## src/rtl/maze_solve_gen.sv

```systemverilog
// Wall-following maze solver sequencer. It alternates forward moves and
// heading changes, choosing each turn from the side-wall sensors and the
// selected affinity mode. It also keeps a move budget, a per-wait timeout
// and busy/solved/fail status.
module maze_solve_gen #(
  parameter int unsigned          HDG_WIDTH = 12,
  parameter logic [HDG_WIDTH-1:0] H_N       = 12'h000,
  parameter logic [HDG_WIDTH-1:0] H_W       = 12'h3FF,
  parameter logic [HDG_WIDTH-1:0] H_S       = 12'h7FF,
  parameter logic [HDG_WIDTH-1:0] H_E       = 12'hC00,
  parameter int unsigned          MV_CNT_W  = 10,
  parameter int unsigned          MAX_MOVES = 1000,
  parameter int unsigned          TMO_CYC   = 2**20
) (
  input  logic                 clk,
  input  logic                 rst,
  input  logic                 cmd_md,
  input  logic [1:0]           mode,
  input  logic                 frnt_opn,
  input  logic                 lft_opn,
  input  logic                 rght_opn,
  input  logic                 mv_cmplt,
  input  logic                 sol_cmplt,
  output logic                 strt_hdng,
  output logic                 strt_mv,
  output logic [HDG_WIDTH-1:0] dsrd_hdng,
  output logic                 stp_lft,
  output logic                 stp_rght,
  output logic                 busy,
  output logic                 solved,
  output logic                 fail,
  output logic [MV_CNT_W-1:0]  mv_cnt
);

  localparam int unsigned         TMO_W    = (TMO_CYC > 1) ? $clog2(TMO_CYC) : 1;
  localparam bit                  TMO_EN   = (TMO_CYC != 0);
  localparam logic [TMO_W-1:0]    TMO_LAST = TMO_W'((TMO_CYC > 0) ? TMO_CYC - 1 : 0);
  localparam bit                  LIM_EN   = (MAX_MOVES != 0);
  localparam logic [MV_CNT_W-1:0] MV_LIMIT = MV_CNT_W'(MAX_MOVES);

  typedef enum logic [2:0] {
    IDLE, STRT_MV, WAIT_MV, NEW_HDNG, STRT_HDNG, WAIT_HDNG, FAIL
  } state_e;

  typedef enum logic [1:0] {TURN_L, TURN_R, TURN_U} turn_e;

  state_e           state;
  logic [1:0]       mode_q;
  logic [TMO_W-1:0] tmo_cnt;

  // Heading after a turn. Any non-canonical heading recovers to north.
  function automatic logic [HDG_WIDTH-1:0] turn(input logic [HDG_WIDTH-1:0] h,
                                                input turn_e t);
    logic [HDG_WIDTH-1:0] r;
    r = H_N;
    if (h == H_N)      r = (t == TURN_L) ? H_W : (t == TURN_R) ? H_E : H_S;
    else if (h == H_W) r = (t == TURN_L) ? H_S : (t == TURN_R) ? H_N : H_E;
    else if (h == H_S) r = (t == TURN_L) ? H_E : (t == TURN_R) ? H_W : H_N;
    else if (h == H_E) r = (t == TURN_L) ? H_N : (t == TURN_R) ? H_S : H_W;
    return r;
  endfunction

  // Turn choice at a decision point, from affinity and side openings.
  function automatic turn_e pick_turn(input logic left_aff, input logic l_o,
                                      input logic r_o);
    turn_e t;
    if (left_aff) t = l_o ? TURN_L : (r_o ? TURN_R : TURN_U);
    else          t = r_o ? TURN_R : (l_o ? TURN_L : TURN_U);
    return t;
  endfunction

  assign stp_lft  = mode_q[0];
  assign stp_rght = ~mode_q[0];

  // Solver sequencer; every status/pulse output is registered alongside the state.
  always_ff @(posedge clk) begin
    if (rst) begin
      state     <= IDLE;
      dsrd_hdng <= H_N;
      mode_q    <= 2'b00;
      mv_cnt    <= '0;
      tmo_cnt   <= '0;
      solved    <= 1'b0;
      strt_hdng <= 1'b0;
      strt_mv   <= 1'b0;
      busy      <= 1'b0;
      fail      <= 1'b0;
    end else begin
      strt_hdng <= 1'b0;
      strt_mv   <= 1'b0;
      if (cmd_md && (state inside {STRT_MV, WAIT_MV, NEW_HDNG, STRT_HDNG, WAIT_HDNG})) begin
        state <= IDLE;
        busy  <= 1'b0;
      end else begin
        case (state)
          IDLE: begin
            if (!cmd_md) begin
              state   <= STRT_MV;
              strt_mv <= 1'b1;
              busy    <= 1'b1;
              mode_q  <= mode;
              mv_cnt  <= '0;
              solved  <= 1'b0;
            end
          end
          STRT_MV: begin
            state   <= WAIT_MV;
            tmo_cnt <= '0;
          end
          WAIT_MV: begin
            if (mv_cmplt) begin
              state <= NEW_HDNG;
              if (mv_cnt != '1) mv_cnt <= mv_cnt + 1'b1;
            end else if (TMO_EN && (tmo_cnt == TMO_LAST)) begin
              state <= FAIL;
              busy  <= 1'b0;
              fail  <= 1'b1;
            end else begin
              tmo_cnt <= tmo_cnt + 1'b1;
            end
          end
          NEW_HDNG: begin
            if (sol_cmplt) begin
              state  <= IDLE;
              busy   <= 1'b0;
              solved <= 1'b1;
            end else if (LIM_EN && (mv_cnt >= MV_LIMIT)) begin
              state <= FAIL;
              busy  <= 1'b0;
              fail  <= 1'b1;
            end else if (mode_q[1] && frnt_opn) begin
              state   <= STRT_MV;
              strt_mv <= 1'b1;
            end else begin
              state     <= STRT_HDNG;
              strt_hdng <= 1'b1;
              dsrd_hdng <= turn(dsrd_hdng, pick_turn(mode_q[0], lft_opn, rght_opn));
            end
          end
          STRT_HDNG: begin
            state   <= WAIT_HDNG;
            tmo_cnt <= '0;
          end
          WAIT_HDNG: begin
            if (mv_cmplt) begin
              state   <= STRT_MV;
              strt_mv <= 1'b1;
            end else if (TMO_EN && (tmo_cnt == TMO_LAST)) begin
              state <= FAIL;
              busy  <= 1'b0;
              fail  <= 1'b1;
            end else begin
              tmo_cnt <= tmo_cnt + 1'b1;
            end
          end
          FAIL: begin
            if (cmd_md) begin
              state <= IDLE;
              fail  <= 1'b0;
            end
          end
          default: begin
            state <= IDLE;
            busy  <= 1'b0;
            fail  <= 1'b0;
          end
        endcase
      end
    end
  end

endmodule

```

## config.mk

```make
export PLATFORM = sky130hd
export DESIGN_NAME = maze_solve_gen
export DESIGN_NICKNAME = d
export VERILOG_FILES = /design/src/rtl/maze_solve_gen.sv
export SDC_FILE = /design/constraint.sdc
export NUM_CORES = 1
export LEC_CHECK = 0
export ABC_AREA = 1
export CORE_MARGIN = 4
export CORE_UTILIZATION = 60
export DETAILED_ROUTE_END_ITERATION = 6
export PLACE_DENSITY = 0.88
export SKIP_LAST_GASP = 1
export SLEW_MARGIN = 30
export SYNTH_ARGS = -nofsm -noshare
export SYNTH_HDL_FRONTEND = slang
export SYNTH_SLANG_ARGS = --single-unit
```

## constraint.sdc

```tcl
create_clock -name clk -period 5 [get_ports clk]
set_clock_uncertainty 0.1 [all_clocks]
set_input_delay 0.75 -clock clk [delete_from_list [all_inputs] [get_ports clk]]
set_output_delay 0.75 -clock clk [all_outputs]
set_load 0.01 [all_outputs]
```

**Word level (Yosys, flattened, before mapping)**

Cells that the tools add are included.

- $add $sub $neg: 2
- $lt $le $gt $ge: 1
- Equality and inequality tests: 23
- Mux-type cells: 61
- Bitwise operators: 9
- Reductions and logical operators: 23

Operators by type and width:

| cell | count |
|---|---|
| 2-to-1 mux 12 bit | 8 |
| 2-to-1 mux 10 bit | 4 |
| 2-to-1 mux 20 bit | 2 |
| one-hot mux 20 bit (2 select lines) | 1 |
| 2-to-1 mux 11 bit | 3 |
| 2-to-1 mux 3 bit | 8 |
| 2-to-1 mux 2 bit | 11 |
| one-hot mux 3 bit (7 select lines) | 1 |
| adder 20 x 1 -> 20 bit (second input constant) | 1 |
| == test 20 bit (second input constant) | 1 |
| one-hot mux 10 bit (2 select lines) | 1 |
| 2-to-1 mux 1 bit | 18 |
| AND reduction 5 bit | 3 |
| != test 2 bit (second input constant) | 7 |
| == test 12 x 10 -> 1 bit (second input constant) | 1 |
| == test 12 x 11 -> 1 bit (second input constant) | 1 |
| == test 12 bit (second input constant) | 1 |
| zero test 12 bit | 1 |
| adder 10 x 1 -> 10 bit (second input constant) | 1 |
| >= comparator 10 bit (second input constant) | 1 |
| != test 10 bit (second input constant) | 1 |
| == test 3 bit (second input constant) | 3 |
| NOT 1 bit | 9 |
| one-hot mux 1 bit (4 select lines) | 2 |
| other kinds (19) | 29 |

- Bits in registers: 52
- Bits of input ports: 10
- Output and inout bits: 29
- Word-level logic and storage cells: 129

**Depth between registers and ports, before layout**

Gate-level depths: netlist of the first run.

- Depth after elaboration: 16
- Gate-level depth with buffers: 12
- Mapped depth without buffers: 12

**Least setup slack after synthesis of the first run**

No wires, ideal clock.

- Path kind: reg-to-reg
- Start: register tmo_cnt[0]
- End: register tmo_cnt[12]
- Library setup time: 0.143 ns
- Data arrival time: 1.648 ns
- Required time: 4.757 ns
- Path slack: 3.109 ns
- Stages on the path, launching flop included: 12
- Path buffers: 1
- Clock period less this slack: 1.891 ns
- Path through: dfxtp_1 -> ha_1 -> inv_2 -> nor2_4 -> nand2_2 -> nor2_4 -> nand2_2 -> nand2_4 -> nand2_4 -> buf_2 -> nand3_1 -> a21oi_2

- Cells in the longest elaborated chain, start to end: 4
- Elaborated cells between the ends (all ways): 7
- Classes of those cells: add/sub: 1; eq/ne: 2; mux: 3; reduce/logical: 1

RTL lines:

| item | RTL line | text |
|---|---|---|
| start, declared | 49 | `logic [TMO_W-1:0] tmo_cnt;` |
| start signal, assigned | 119 | `tmo_cnt <= tmo_cnt + 1'b1;` |
| start signal, assigned | 153 | `tmo_cnt <= tmo_cnt + 1'b1;` |
| adder 20 x 1 -> 20 bit | 119, 153 |  |
| 2-to-1 mux 20 bit | 114, 148 |  |
| 2-to-1 mux 20 bit | 111 | `if (mv_cmplt) begin` |
| one-hot mux 20 bit (2 select lines) | 95 | `case (state)` |

Parallel ways exist; a longest one is shown, timed or not. The select of a mux whose other input is x is not followed.
A chain may end at the register's enable or synchronous reset.

**Final worst setup path of the first run**

- Start: register state[0]
- End: register mv_cnt[1]

- Cells in the longest elaborated chain, start to end: 5
- Elaborated cells between the ends (all ways): 15
- Classes of those cells: eq/ne: 8; mux: 1; bitwise: 1; reduce/logical: 5

RTL lines:

| item | RTL line | text |
|---|---|---|
| start, declared | 47 | `state_e state;` |
| start signal, assigned | 78 | `state <= IDLE;` |
| start signal, assigned | 92 | `state <= IDLE;` |
| start signal, assigned | 98 | `state <= STRT_MV;` |
| == test 3 x 1 -> 1 bit (tied with other cells) | 91 | `if (cmd_md && (state inside {STRT_MV, WAIT_MV, NEW_HDNG, STRT_HDNG, WAIT_HDNG})) begin` |
| nonzero test 5 bit | 91 |  |
| logical AND 1 bit | 91 |  |
| NOT 1 bit (no source line) | -- |  |
| AND reduction 5 bit (no source line) | -- |  |
| end signal, assigned | 113 | `if (mv_cnt != '1) mv_cnt <= mv_cnt + 1'b1;` |
| end, declared | 32 | `output logic [MV_CNT_W-1:0] mv_cnt` |

Parallel ways exist; a longest one is shown, timed or not.

==> impl_results.md, run 1 <==
- Status: complete, no violations
- Total gr overflow: 0
- Routed wire per std cell: 12.29 um
- Hold Crit Class: reg2reg
- Top FF cell, synth: dfxtp_1
- Hold depth: 2
- Final wirelength: around 6800 um
- # IOs: 39
- Final Instance Area: 3368 um^2
- Die width: between 70 and 80 um
- Site row count: 25
- CTS Root Cell: clkbuf_8
- Cell variety after synth: 34
- Clock-pin slew on the worst setup and hold paths: 0.09 ns
- Initial Utilization: between 60 and 70%
- RR Startpoint: state[0]
- Core area: 4723 um^2
- Via Count: a little under 3000
- Worst slew margin: 64.88%
- Hold wc startpoint: mode_q[1]
- Setup TNS: 0 ns
- Vias in the first global route: roughly 2800
- Clock Latency Late Sink: between 0.3 and 0.4 ns
- Worst R2R Path Depth: 8
- Final setup viols: 0
- Tot GR Track Use: between 20 and 25%
- Antenna violations before repair: 0
- Yosys top cell by area: dfxtp_1
- Post_cts resized: 0
- Critical Path AT: between 2 and 2.5 ns
- CP endpoint kind: flop
- Ant. Diodes: 0
- FMAX: about 420 MHz
- Syn_nets: between 400 and 500
- First-pass GRT wire length: 12150 um
- Iter 0 DRT Violations: roughly 230
- CTS tree: built
- Chip height: slightly below 80 um
- Cts hold-fix bufs: 0
- Cts bufs inserted: 5
- Worst Tran Pin Value: between 0.5 and 0.6 ns
- Setup bufs post-CTS: 0
- Async S/R FF share, synth: 0%
- Proportion of layout cells with a drive suffix above 1: a little over a tenth
- PwrDens: roughly 360 nW/um^2
- TritonRoute pass-1 iters: 4
- Placed Instance Area: between 3000 and 4000 um^2
- Vias per cell: ~5.3
- Layout fillers: 412
- # nets final: roughly 500
- DRC viols: 0
- Full die area: between 6000 and 7000 um^2
- Register Area: ~860 um^2
- Leak: between 1 and 1.5 nW
- H-tree Lvls: 2
- Hold EP: mode_q[1]
- Area Growth Syn to Fin: 15.24%
- Power, Total: between 1 and 1.5 mW
- Port Buffers: 38
- Post-route minimum period: around 2.4 ns
- Sequential fraction of the synthesis area: 29.45%
- Period utilization: a little under half
- Synth Register Bits: between 40 and 50
- CP max FO: 11
- Worst VDD drop: 0.2694 mV
- FF-to-FF setup slack: between 2 and 3 ns
- Slew Viols, Final: 0
- Post-route ant nets: 0
- Area of the multi-input gates: 1773 um^2
- Mapped Cells: between 400 and 500
- Crit start category: flop
- EDFF count, synth: 0
- RSZ-0062 raised after global routing: no
- Synth Cell Area: about 2900 um^2
- Top cell type's share of synthesized area: between 20 and 30%
- WP data required: 5.10 ns
- Largest net degree at the start of global routing: 30
- Clk buf depth: 2
- Max cap viols: 0
- Hold Vio Cnt, Final: 0
- Post-DP HPWL: ~5000 um
- Syn. warnings: 0
- Reg2reg end: mv_cnt[1]
- Setup CP Type: reg2reg
- Syn Area/Cell: ~6.3 um^2
- Routability cong.: 0.9249
- Clock Sinks: 43
- Area contributors post-synth: dfxtp_1 29%, nand2_1 16%, nor2_1 11%
## flip-flops by register name, summed over array words and instances (netlist names)
name,flops
busy,1
strt_mv,1
mv_cnt,10
mode_q,2
fail,1
state,3
solved,1
dsrd_hdng,3
strt_hdng,1
tmo_cnt,20
## power by group
group | internal, mW | leakage, nW | switching (mW)
registers | 0.377 | 0.348 | 0.0423
logic | 0.167 | 0.737 | 0.363
clock network | 0.146 | 0.0502 | 0.125
total | 0.691 | 1.14 | 0.531
## worst max path at each step
stage	cells past startpoint	start	to	slack [ns]
CTS	1	dsrd_hdng[9]	dsrd_hdng[9]	2.63
detailed placement	9	mv_cmplt	mv_cnt[1]	2.48
global placement	9	mv_cmplt	mv_cnt[1]	2.54
global route	8	state[0]	mv_cnt[6]	2.43
finish	8	state[0]	mv_cnt[1]	2.62
floorplan	11	tmo_cnt[0]	tmo_cnt[12]	3.11
## synthesized netlist by cell type, types with 3 or more instances
library cell / number
nor3_1: 5
inv_1: 33
nand2_2: 14
xnor2_1: 6
nand4_1: 9
nor2_4: 3
nor3b_1: 3
ha_1: 3
o21ai_0: 5
inv_2: 7
nand2_4: 3
nand2_1: 125
xor2_1: 8
a21oi_2: 11
nor2_1: 82
a21oi_1: 27
nand3_1: 43
dfxtp_1: 43
clkbuf_1: 3
buf_2: 3
o21bai_1: 3
buf_4: 10
## cells in the final DEF, fill, tap and decap left out
| master | Yosys | layout |
|---|---|---|
| ha_1 | 3 | 3 |
| o21ai_2 | 1 | 1 |
| nand2_2 | 14 | 14 |
| a21oi_2 | 11 | 11 |
| or2_2 | 2 | 2 |
| a31oi_1 | 1 | 1 |
| inv_1 | 33 | 33 |
| nand2_8 | 1 | 1 |
| nand4_1 | 9 | 9 |
| o21bai_1 | 3 | 3 |
| o21ai_1 | 1 | 1 |
| nand2_4 | 3 | 3 |
| inv_2 | 7 | 7 |
| nand2_1 | 125 | 125 |
| nor2_4 | 3 | 3 |
| nor3_1 | 5 | 5 |
| clkdlybuf4s50_1 | 0 | 38 |
| buf_4 | 10 | 1 |
| bufinv_16 | 0 | 1 |
| inv_4 | 1 | 1 |
| clkbuf_8 | 0 | 5 |
| nor3b_1 | 3 | 3 |
| xor2_1 | 8 | 8 |
| a21oi_1 | 27 | 27 |
| clkinvlp_4 | 0 | 1 |
| o21a_1 | 1 | 1 |
| nor3_2 | 1 | 1 |
| nand3_1 | 43 | 43 |
| o22ai_1 | 1 | 1 |
| nor4_1 | 1 | 1 |
| xnor2_1 | 6 | 6 |
| o21ai_0 | 5 | 5 |
| nor2_1 | 82 | 82 |
| dfxtp_1 | 43 | 43 |
## critical path, cell delays in order, from the launching register on
cell,delay (ns)
dfxtp_1,0.43
inv_2,0.07
nand3_1,0.41
nand3_1,0.28
nor2_1,0.25
o21a_1,0.38
inv_2,0.16
nor2_1,0.13
nor3_1,0.05
## cells by family after synthesis
family	count (synthesis)	synth area share [%]
simple gates	292	44.48
buf+inv	59	9.889
compound gates	51	10.70
flops	43	29.45
xor+xnor	14	4.195
fa+ha+maj	3	1.284
## per-layer routing
layer | global-route usage, % | part of all wire (%) | wire length (um) | vias to the layer above
li1 | - | - | - | 1518
met1 | 30.14 | 44 | 3043 | 1329
met2 | 40.67 | 48 | 3310 | 97
met3 | 3.596 | 5.0 | 339 | 13
met4 | 10.14 | 2.2 | 150 | 0
met5 | 0 | 0 | 0 | -
## final cells by class
| type | count | area share, % |
|---|---|---|
| multi-input combinational | 360 | 52.64 |
| clock buffer | 5 | 2.043 |
| tap | 67 | 2.489 |
| timing repair buffer | 39 | 11.52 |
| clock inverter | 2 | 1.114 |
| sequential | 43 | 25.56 |
| inverter | 41 | 4.643 |
## metrics by stage
stage / instances / util, % / hold slack [ns] / worst slack, ns
2_1_floorplan: 462 / - / 0.3237 / 3.109
3_3_place_gp: 550 / 69.06 / 0.3345 / 2.544
3_5_place_dp: 550 / 69.06 / 0.3383 / 2.482
4_1_cts: 557 / 71.31 / 0.3526 / 2.627
5_1_grt: 557 / 71.31 / 0.3803 / 2.427
6_report: 557 / 71.31 / 0.3515 / 2.623
Power figures use the tool's default switching activity.
==> run 2: changes to the inputs <==
--- a/config.mk
+++ b/config.mk
@@ -7,9 +7,9 @@
 export LEC_CHECK = 0
 export ABC_AREA = 1
 export CORE_MARGIN = 4
-export CORE_UTILIZATION = 60
+export CORE_UTILIZATION = 56
 export DETAILED_ROUTE_END_ITERATION = 6
-export PLACE_DENSITY = 0.88
+export PLACE_DENSITY = 0.83
 export SKIP_LAST_GASP = 1
 export SLEW_MARGIN = 30
 export SYNTH_ARGS = -nofsm -noshare
==> constraint.sdc (replaced) <==
create_clock -name clk -period 2.5 [get_ports clk]
set_clock_uncertainty 0.1 [all_clocks]
set_input_delay 0.375 -clock clk [delete_from_list [all_inputs] [get_ports clk]]
set_output_delay 0.375 -clock clk [all_outputs]
set_load 0.01 [all_outputs]
==> run 2 against run 1 <==
Net effect: final area about the same; critical path depth unchanged; register-to-register slack lost 2.1 ns; first-iteration DRC count decreased by 12%; via count up 1.0%.
==> impl_results.md, run 2 (synthesis results as in run 1) <==
- Hold Crit Class: reg2reg
- Clock Latency Late Sink: 0.29 ns
- DRC viols: 0
- Top delay family on crit path: simple AND/OR/NAND/NOR gates
- Total gr overflow: 0
- Sequential power share: 34.9%
- Routability cong.: 0.9311
- Final setup viols: 0
- Clock-pin slew on the worst setup and hold paths: ~0.080 ns
- Max reg flops: 20
- CP max FO: 11
- Proportion of layout cells with a drive suffix above 1: a little over a tenth
- RSZ-0062 raised after global routing: no
- Antenna violations before repair: 0
- Chip height: about 80 um
- Placed Instances: roughly 560
- FMAX: 496.1 MHz
- Ant. Diodes: 0
- Tot GR Track Use: about 23%
- Most flops, register: tmo_cnt
- Power, Total: 2.356 mW
- Slew Viols, Final: 0
- Switching Fraction: between 40 and 50%
- # IOs: 39
- Full die area: 6439 um^2
- Crit start category: flop
- Final wirelength: between 6000 and 7000 um
- H-tree Lvls: 2
- Setup TNS: 0 ns
- CTS Root Cell: clkbuf_8
- CP startpoint: state[0]
- Layout fillers: around 480
- Leak: around 1.1 nW
- Post-DP HPWL: roughly 5200 um
- Via Count: about 3000
- Initial Utilization: 57.59%
- Post_cts resized: 0
- Setup CP Type: reg2reg
- PwrDens: 699.2 nW/um^2
- Worst slew margin: 69.09%
- Max cap viols: 0
- Largest registers: tmo_cnt: 20 flops, mv_cnt: 10 flops
- CP endpoint kind: flop
- CP cell instances: inv_2 > nand3_1 > nand3_1 > nor2_1 > o21a_1 > inv_2 > nor2_1 > nor3_1
- Area Growth Syn to Fin: 15.28%
- Clk buf depth: 2
- Critical Path AT: roughly 2.1 ns
- Vias in the first global route: between 2000 and 3000
- Cts bufs inserted: 5
- Period utilization: between 80% and 90%
- Most frequent cells in the layout: 125 x nand2_1, 82 x nor2_1, 43 x nand3_1, 43 x dfxtp_1, 38 x clkdlybuf4s50_1
- Buf/Inv on CP: 2
- TritonRoute pass-1 iters: 5
- Vias per cell: approximately 5.3
- Combinational Power Share: 46.7%
- Site row count: 26
- Clock Sinks: between 40 and 50
- CTS tree: built
- Hold Vio Cnt, Final: 0
- Cts hold-fix bufs: 0
- First-pass GRT wire length: ~12000 um
- WP data required: approximately 2.6 ns
- Final Instance Area: around 3400 um^2
- Worst VDD drop: about 0.42 mV
- Post-route ant nets: 0
- Int Pwr: approximately 1.3 mW
- Crit-path max cell delay: about 0.45 ns
- Clock power frac: a little under a fifth
- Core area: a little over 5000 um^2
- Iter 0 DRT Violations: about 200
- RR Startpoint: state[0]
- Largest net degree at the start of global routing: 22
- Die width: 80.25 um
- Fin cells: about 560
- Setup bufs post-CTS: 0
- Area of the multi-input gates: approximately 1800 um^2
- Routed wire per std cell: ~12 um
- Status: complete, no violations
- Register Area: between 800 and 900 um^2
- Post-route minimum period: slightly above 2 ns
- Placed Instance Area: around 3300 um^2
- Sw power: about 1.1 mW
- # nets final: 506
- Commonest non-fill, non-tap cell in the layout: nand2_1
- Worst Tran Pin Value: between 0.4 and 0.5 ns
- CP max stage cell: dfxtp_1
- Hold wc startpoint: mode_q[1]
- Port Buffers: 38
==> run 2: routing by layer <==
metal,global-route usage [%],wire [um]
met1,27.88,2936
met2,39.16,3578
met4,8.108,122
met3,3.475,358
met5,0,0
==> run 2: path summary, 6_finish.rpt <==
path	endpoint	slack, ns	depth (start not counted)
min	mode_q[1]	0.36	2
min reg2reg	mode_q[1]	0.36	2
max reg2reg	mv_cnt[1]	0.48	8
max	mv_cnt[1]	0.48	8
==> run 2: power groups by stage <==
stage               Sequential [mW]  Combinational (mW)  Clock (mW)
floorplan                     0.852               0.847           0
finish                        0.823                1.10       0.433
detailed placement            0.840                1.10           0
global route                  0.834                1.24       0.470
CTS                           0.823                1.11       0.440
global placement              0.837                1.08           0
==> run 2: through the flow <==
stage,utilization [%],hold slack (ns),worst slack (ns)
floorplan,-,0.3237,0.6088
global placement,64.79,0.3366,0.4205
detailed placement,64.79,0.3543,0.3561
CTS,66.40,0.3668,0.4753
global route,66.40,0.3859,0.2376
finish,66.40,0.3625,0.4841
==> run 2: worst reg2reg max path: cells and delay by family, from the launching register on <==
kind,cells,cell delay [ns]
AND/OR/NAND/NOR,5,0.72
AO/OA/AOI/OAI,1,0.38
flip-flops,1,0.45
buffers and inverters,2,0.25
==> run 2: layout make-up <==
cell class / instances / share of cell area [%]
inverter: 41 / 4.642
timing repair buffer: 42 / 12.18
sequential: 43 / 25.55
tap: 70 / 2.599
clock buffer: 7 / 2.265
multi-input combinational: 360 / 52.62
clock inverter: 1 / 0.1485
